===== src/rtl/pulse_burst_scheduler.sv =====
// Round-robin scheduler that shares one pulse-train generator between N_REQ trigger sources.
// Rising request edges queue one burst per source; each burst is PULSE_LEN/GAP_LEN shaped.
module pulse_burst_scheduler #(
   parameter int unsigned N_REQ     = 4,
   parameter int unsigned PULSE_LEN = 3,
   parameter int unsigned GAP_LEN   = 2,
   parameter int unsigned CNT_W     = 4
) (
   input  logic             clk,
   input  logic             rst,
   input  logic [N_REQ-1:0] req,
   input  logic [CNT_W-1:0] burst_len,
   output logic             pulse_out,
   output logic [N_REQ-1:0] grant,
   output logic             busy,
   output logic             done
);

   localparam int unsigned IDX_W  = $clog2(N_REQ);
   localparam int unsigned PH_MAX = (PULSE_LEN > GAP_LEN) ? PULSE_LEN : GAP_LEN;
   localparam int unsigned PH_W   = $clog2(PH_MAX + 1);
   localparam logic [PH_W-1:0] PulseLoad = PH_W'(PULSE_LEN - 1);
   localparam logic [PH_W-1:0] GapLoad   = PH_W'(GAP_LEN - 1);

   typedef enum logic [1:0] {StIdle, StPulse, StGap, StDone} state_e;

   state_e             state_q, state_d;
   logic [N_REQ-1:0]   req_d_q;
   logic [N_REQ-1:0]   pending_q, pending_d, pending_clr;
   logic [IDX_W-1:0]   rr_q, rr_d;
   logic [IDX_W-1:0]   sel_q, sel_d;
   logic [CNT_W-1:0]   remaining_q, remaining_d;
   logic [PH_W-1:0]    phase_q, phase_d;
   logic               pulse_q, pulse_d;
   logic [N_REQ-1:0]   grant_q, grant_d;
   logic               busy_q, busy_d;
   logic               done_q, done_d;

   logic [N_REQ-1:0]   rise;
   logic [IDX_W-1:0]   sel_idx;
   logic               found;
   int unsigned        idx;

   assign rise = req & ~req_d_q;

   // First pending source at or after rr_q, wrapping modulo N_REQ.
   always_comb begin
      found   = 1'b0;
      sel_idx = '0;
      idx     = 0;
      for (int unsigned k = 0; k < N_REQ; k++) begin
         idx = 32'(rr_q) + k;
         if (idx >= N_REQ) idx = idx - N_REQ;
         if (!found && pending_q[idx[IDX_W-1:0]]) begin
            found   = 1'b1;
            sel_idx = idx[IDX_W-1:0];
         end
      end
   end

   always_comb begin
      state_d     = state_q;
      pending_clr = '0;
      rr_d        = rr_q;
      sel_d       = sel_q;
      remaining_d = remaining_q;
      phase_d     = phase_q;
      pulse_d     = 1'b0;
      grant_d     = grant_q;
      busy_d      = busy_q;
      done_d      = 1'b0;

      unique case (state_q)
         StIdle: begin
            if (found) begin
               state_d     = StPulse;
               sel_d       = sel_idx;
               pending_clr = N_REQ'(1) << sel_idx;
               grant_d     = N_REQ'(1) << sel_idx;
               remaining_d = (burst_len == '0) ? CNT_W'(1) : burst_len;
               phase_d     = PulseLoad;
               pulse_d     = 1'b1;
               busy_d      = 1'b1;
            end
         end
         StPulse: begin
            if (phase_q == '0) begin
               if (remaining_q > CNT_W'(1)) begin
                  state_d     = StGap;
                  remaining_d = remaining_q - 1'b1;
                  phase_d     = GapLoad;
               end else begin
                  state_d = StDone;
                  done_d  = 1'b1;
               end
            end else begin
               phase_d = phase_q - 1'b1;
               pulse_d = 1'b1;
            end
         end
         StGap: begin
            if (phase_q == '0) begin
               state_d = StPulse;
               phase_d = PulseLoad;
               pulse_d = 1'b1;
            end else begin
               phase_d = phase_q - 1'b1;
            end
         end
         StDone: begin
            state_d = StIdle;
            grant_d = '0;
            busy_d  = 1'b0;
            rr_d    = (sel_q == IDX_W'(N_REQ - 1)) ? '0 : sel_q + 1'b1;
         end
         default: state_d = StIdle;
      endcase

      // A fresh edge on the granted source in the grant cycle must survive the clear.
      pending_d = (pending_q & ~pending_clr) | rise;
   end

   always_ff @(posedge clk or posedge rst) begin
      if (rst) begin
         state_q     <= StIdle;
         req_d_q     <= '0;
         pending_q   <= '0;
         rr_q        <= '0;
         sel_q       <= '0;
         remaining_q <= '0;
         phase_q     <= '0;
         pulse_q     <= 1'b0;
         grant_q     <= '0;
         busy_q      <= 1'b0;
         done_q      <= 1'b0;
      end else begin
         state_q     <= state_d;
         req_d_q     <= req;
         pending_q   <= pending_d;
         rr_q        <= rr_d;
         sel_q       <= sel_d;
         remaining_q <= remaining_d;
         phase_q     <= phase_d;
         pulse_q     <= pulse_d;
         grant_q     <= grant_d;
         busy_q      <= busy_d;
         done_q      <= done_d;
      end
   end

   assign pulse_out = pulse_q;
   assign grant     = grant_q;
   assign busy      = busy_q;
   assign done      = done_q;

endmodule


===== config.mk =====
export PLATFORM = sky130hd
export DESIGN_NAME = pulse_burst_scheduler
export DESIGN_NICKNAME = d
export VERILOG_FILES = /design/src/rtl/pulse_burst_scheduler.sv
export SDC_FILE = /design/constraint.sdc
export NUM_CORES = 1
export LEC_CHECK = 0
export BUFFER_PORTS_ARGS = -buffer_cell sky130_fd_sc_hd__buf_2
export CAP_MARGIN = 30
export CORE_UTILIZATION = 57
export DETAILED_ROUTE_END_ITERATION = 10
export PLACE_DENSITY = 0.75
export SLEW_MARGIN = 20
export SYNTH_ARGS = -nofsm -noshare
export SYNTH_HDL_FRONTEND = slang
export SYNTH_SLANG_ARGS = --single-unit

===== constraint.sdc =====
create_clock -name clk -period 2.2 [get_ports clk]
set_input_delay 0.11 -clock clk [delete_from_list [all_inputs] [get_ports clk]]
set_output_delay 0.11 -clock clk [all_outputs]
set_load 0.02 [all_outputs]

==> results_dict.tcl <==
set metrics [dict create \
    synth_compound_area_frac 0.157 \
    cts-root-buf "clkbuf_4" \
    dp_hpwl_mm 2.04 \
    crit_required_ns 2.42 \
    peakVddDrop_v 0.000935 \
    gp_congestion 0.779 \
    endpoint_kind "flip-flop" \
    initial_core_util 0.599 \
    core-area_um2 2480 \
    grt_usage 0.226 \
    cellPowerDensity_nw_per_um2 1420 \
    place.port_buffers 16 \
    synth-edff-count 0 \
    layout-drive-gt1-share 0.192 \
    drt_iter0_drc 20 \
    die_x_um 53.0 \
    grt_start_max_net_pins 28 \
    via_per_inst 5.64 \
    instances_no_fill 197 \
    synth_flop_cell "dfrtp_1" \
    ys_warn_count 0 \
    syn_avg_cell_area_um2 10.2 \
    drv_slew 0 \
    worst_pin_slew_ns 0.497 \
    netlist_instances 145 \
    wl_per_cell_um 14.0 \
    seq_area_frac_synth 0.455 \
    cts_sinks 27 \
    min_path_type "in2reg" \
    routed_wirelength_mm 2.76 \
    synth_top_family_by_area "simple AND/OR/NAND/NOR gates" \
    antenna_left 0 \
    pre_cts_ws_ns 0.299 \
    die_area_um2 2810 \
    vias 1112 \
    start_kind "flip-flop" \
    max_freq_mhz 514 \
    ys_types 38 \
    gr-total-overflow 0 \
    synth_area_leaders "dfrtp_1, ha_1, o21ai_0" \
    synthSimpleGateAreaFrac 0.174 \
    rsz0062_at_grt "false" \
    skew_ns 0.00529 \
    switching_share 0.438 \
    max-slew-margin-rel 0.669 \
    cp_max_fo 9 \
    yosys.area.top_type "dfrtp_1" \
    htreeDepth 1 \
    syn_nets 165 \
    finalHoldViolCount 0 \
    synth_area_um2 1480 \
    clk_pin_slew_ns 0.14 \
    drv_cap 0 \
    power.leakage_nw 0.775 \
    synth.most_common_cell "dfrtp_1" \
    grt_pass1_wl_mm 4.52 \
    layout_setup_ws_ns 0.254 \
    p_comb_frac 0.537 \
    setup_tns_ns 0 \
    pwr-share-seq 0.373 \
    p_int_mw 1.33 \
    dpl.cell_count 188 \
    synth_xor_area_frac 0 \
    ys_seq_elements 27 \
    period_share 0.885 \
    cts_buffers 3 \
    boundaryPins 17 \
    crit_arrival_ns 2.16 \
    cts.repair.resized 0 \
    antenna_found_initial 0 \
    dr.pass1.iters 4 \
    power.share.clock 0.090 \
    min_period_ns 1.95 \
    die_h_um 53.0 \
    clock_latency_ns 0.32 \
    clockBufferDepth 2 \
    cts_tree "built" \
    setup_viol 0 \
    async_reset_ff_frac 1.00 \
    synth.area.mux_share 0.0818 \
    drc_errors 0 \
    diodes 0 \
    yosysTopAreaCellShare 0.455 \
    synthAdderAreaFrac 0.0843 \
    grt_pass1_vias 1019 \
    nets 188 \
    p_sw_mw 1.04 \
    yosys-top-cells-count "dfrtp_1, nor2_1, inv_1, nand2_1, o21ai_0" \
    row_count 18 \
    status "finished, final reports clean" \
    critPathKind "reg2reg" \
    area_growth_pct 12.1 \
    fill_cells 201 \
]
==> power groups by stage <==
stage	Clock (mW)	Sequential, mW	Combinational [mW]
2_1_floorplan	0	0.895	0.972
3_3_place_gp	0	0.872	1.22
3_5_place_dp	0	0.890	1.25
4_1_cts	0.218	0.875	1.27
5_1_grt	0.237	0.908	1.42
6_report	0.212	0.882	1.27
==> cells by family after synthesis <==
logic type	count (synthesis)
adders and majority gates	10
DFF	27
and+or+nand+nor	46
buffers and inverters	16
muxes	11
AOI/OAI and AO/OA	35
==> state kept, by name, indices dropped and copies added (netlist names) <==
name         count
req_d_q          4
pulse_out        1
done             1
state_q          2
rr_q             2
phase_q          2
sel_q            2
remaining_q      4
pending_q        4
busy             1
grant            4
==> cells in the final DEF, fill, tap and decap left out, types with 2 or more instances in the layout <==
| cell | instances |
|---|---|
| buf_2 | 16 |
| a32o_1 | 3 |
| a31oi_1 | 3 |
| mux2i_1 | 5 |
| a41oi_1 | 2 |
| nor2_1 | 12 |
| mux2_1 | 2 |
| ha_1 | 10 |
| nand2_1 | 11 |
| o21ai_0 | 11 |
| dfrtp_1 | 27 |
| or3_1 | 2 |
| mux2_2 | 3 |
| nor2b_1 | 4 |
| inv_1 | 11 |
| clkbuf_4 | 3 |
| nand2b_1 | 5 |
| o31ai_1 | 2 |
| nor3_1 | 4 |
| a21oi_1 | 5 |
| buf_4 | 2 |
| dlygate4sd3_1 | 5 |
==> final timing paths <==
kind | startpoint | end | slack, ns | depth (start not counted)
min reg2reg | grant[2] | grant[2] | 0.50 | 1
min in group asynchronous | rst | req_d_q[1] | 0.38 | 4
max in group asynchronous | rst | sel_q[0] | 1.57 | 4
max | state_q[1] | phase_q[1] | 0.25 | 5
min | burst_len[2] | remaining_q[2] | 0.09 | 3
max reg2reg | state_q[1] | phase_q[1] | 0.25 | 5
==> area by class of cell <==
cell class	instances	area, um2	area share
sequential	27	676	0.406
inverter	11	41.3	0.0248
timing repair buffer	23	145	0.0872
clock buffer	3	22.5	0.0135
multi-input combinational	102	737	0.443
tap	30	37.5	0.0226
clock inverter	1	5.00	0.00301
==> through the flow <==
stage	instance area [um2]	hold slack (ns)	utilization	power, mW
after detailed placement	1590	0.183	0.640	2.14
final	1660	0.0890	0.672	2.36
after CTS	1660	0.0906	0.672	2.36
after global placement	1590	0.175	0.640	2.09
after floorplan	1480	0.141	-	1.87
after global routing	1660	0.120	0.672	2.56
==> per-layer routing <==
metal  share of wire  global-route usage  vias up
li1                -                   -      551
met1            0.47               0.284      536
met2            0.49               0.399       21
met3           0.025              0.0345        4
met4          0.0098              0.0658        0
met5               0                   0        -
==> repair_timing <==
item | CTS | global route
hold buffers | 5 | 0
setup buffers | 0 | 0
hold endpoints to repair | 31 | 0
==> critical path, cell delays in order, from the launching register on <==
cell,delay [ns]
dfrtp_1,0.45
inv_1,0.10
ha_1,0.35
nor4b_4,0.36
a221o_1,0.24
mux2_1,0.34
Note: power is estimated with default switching activity, not from simulation.
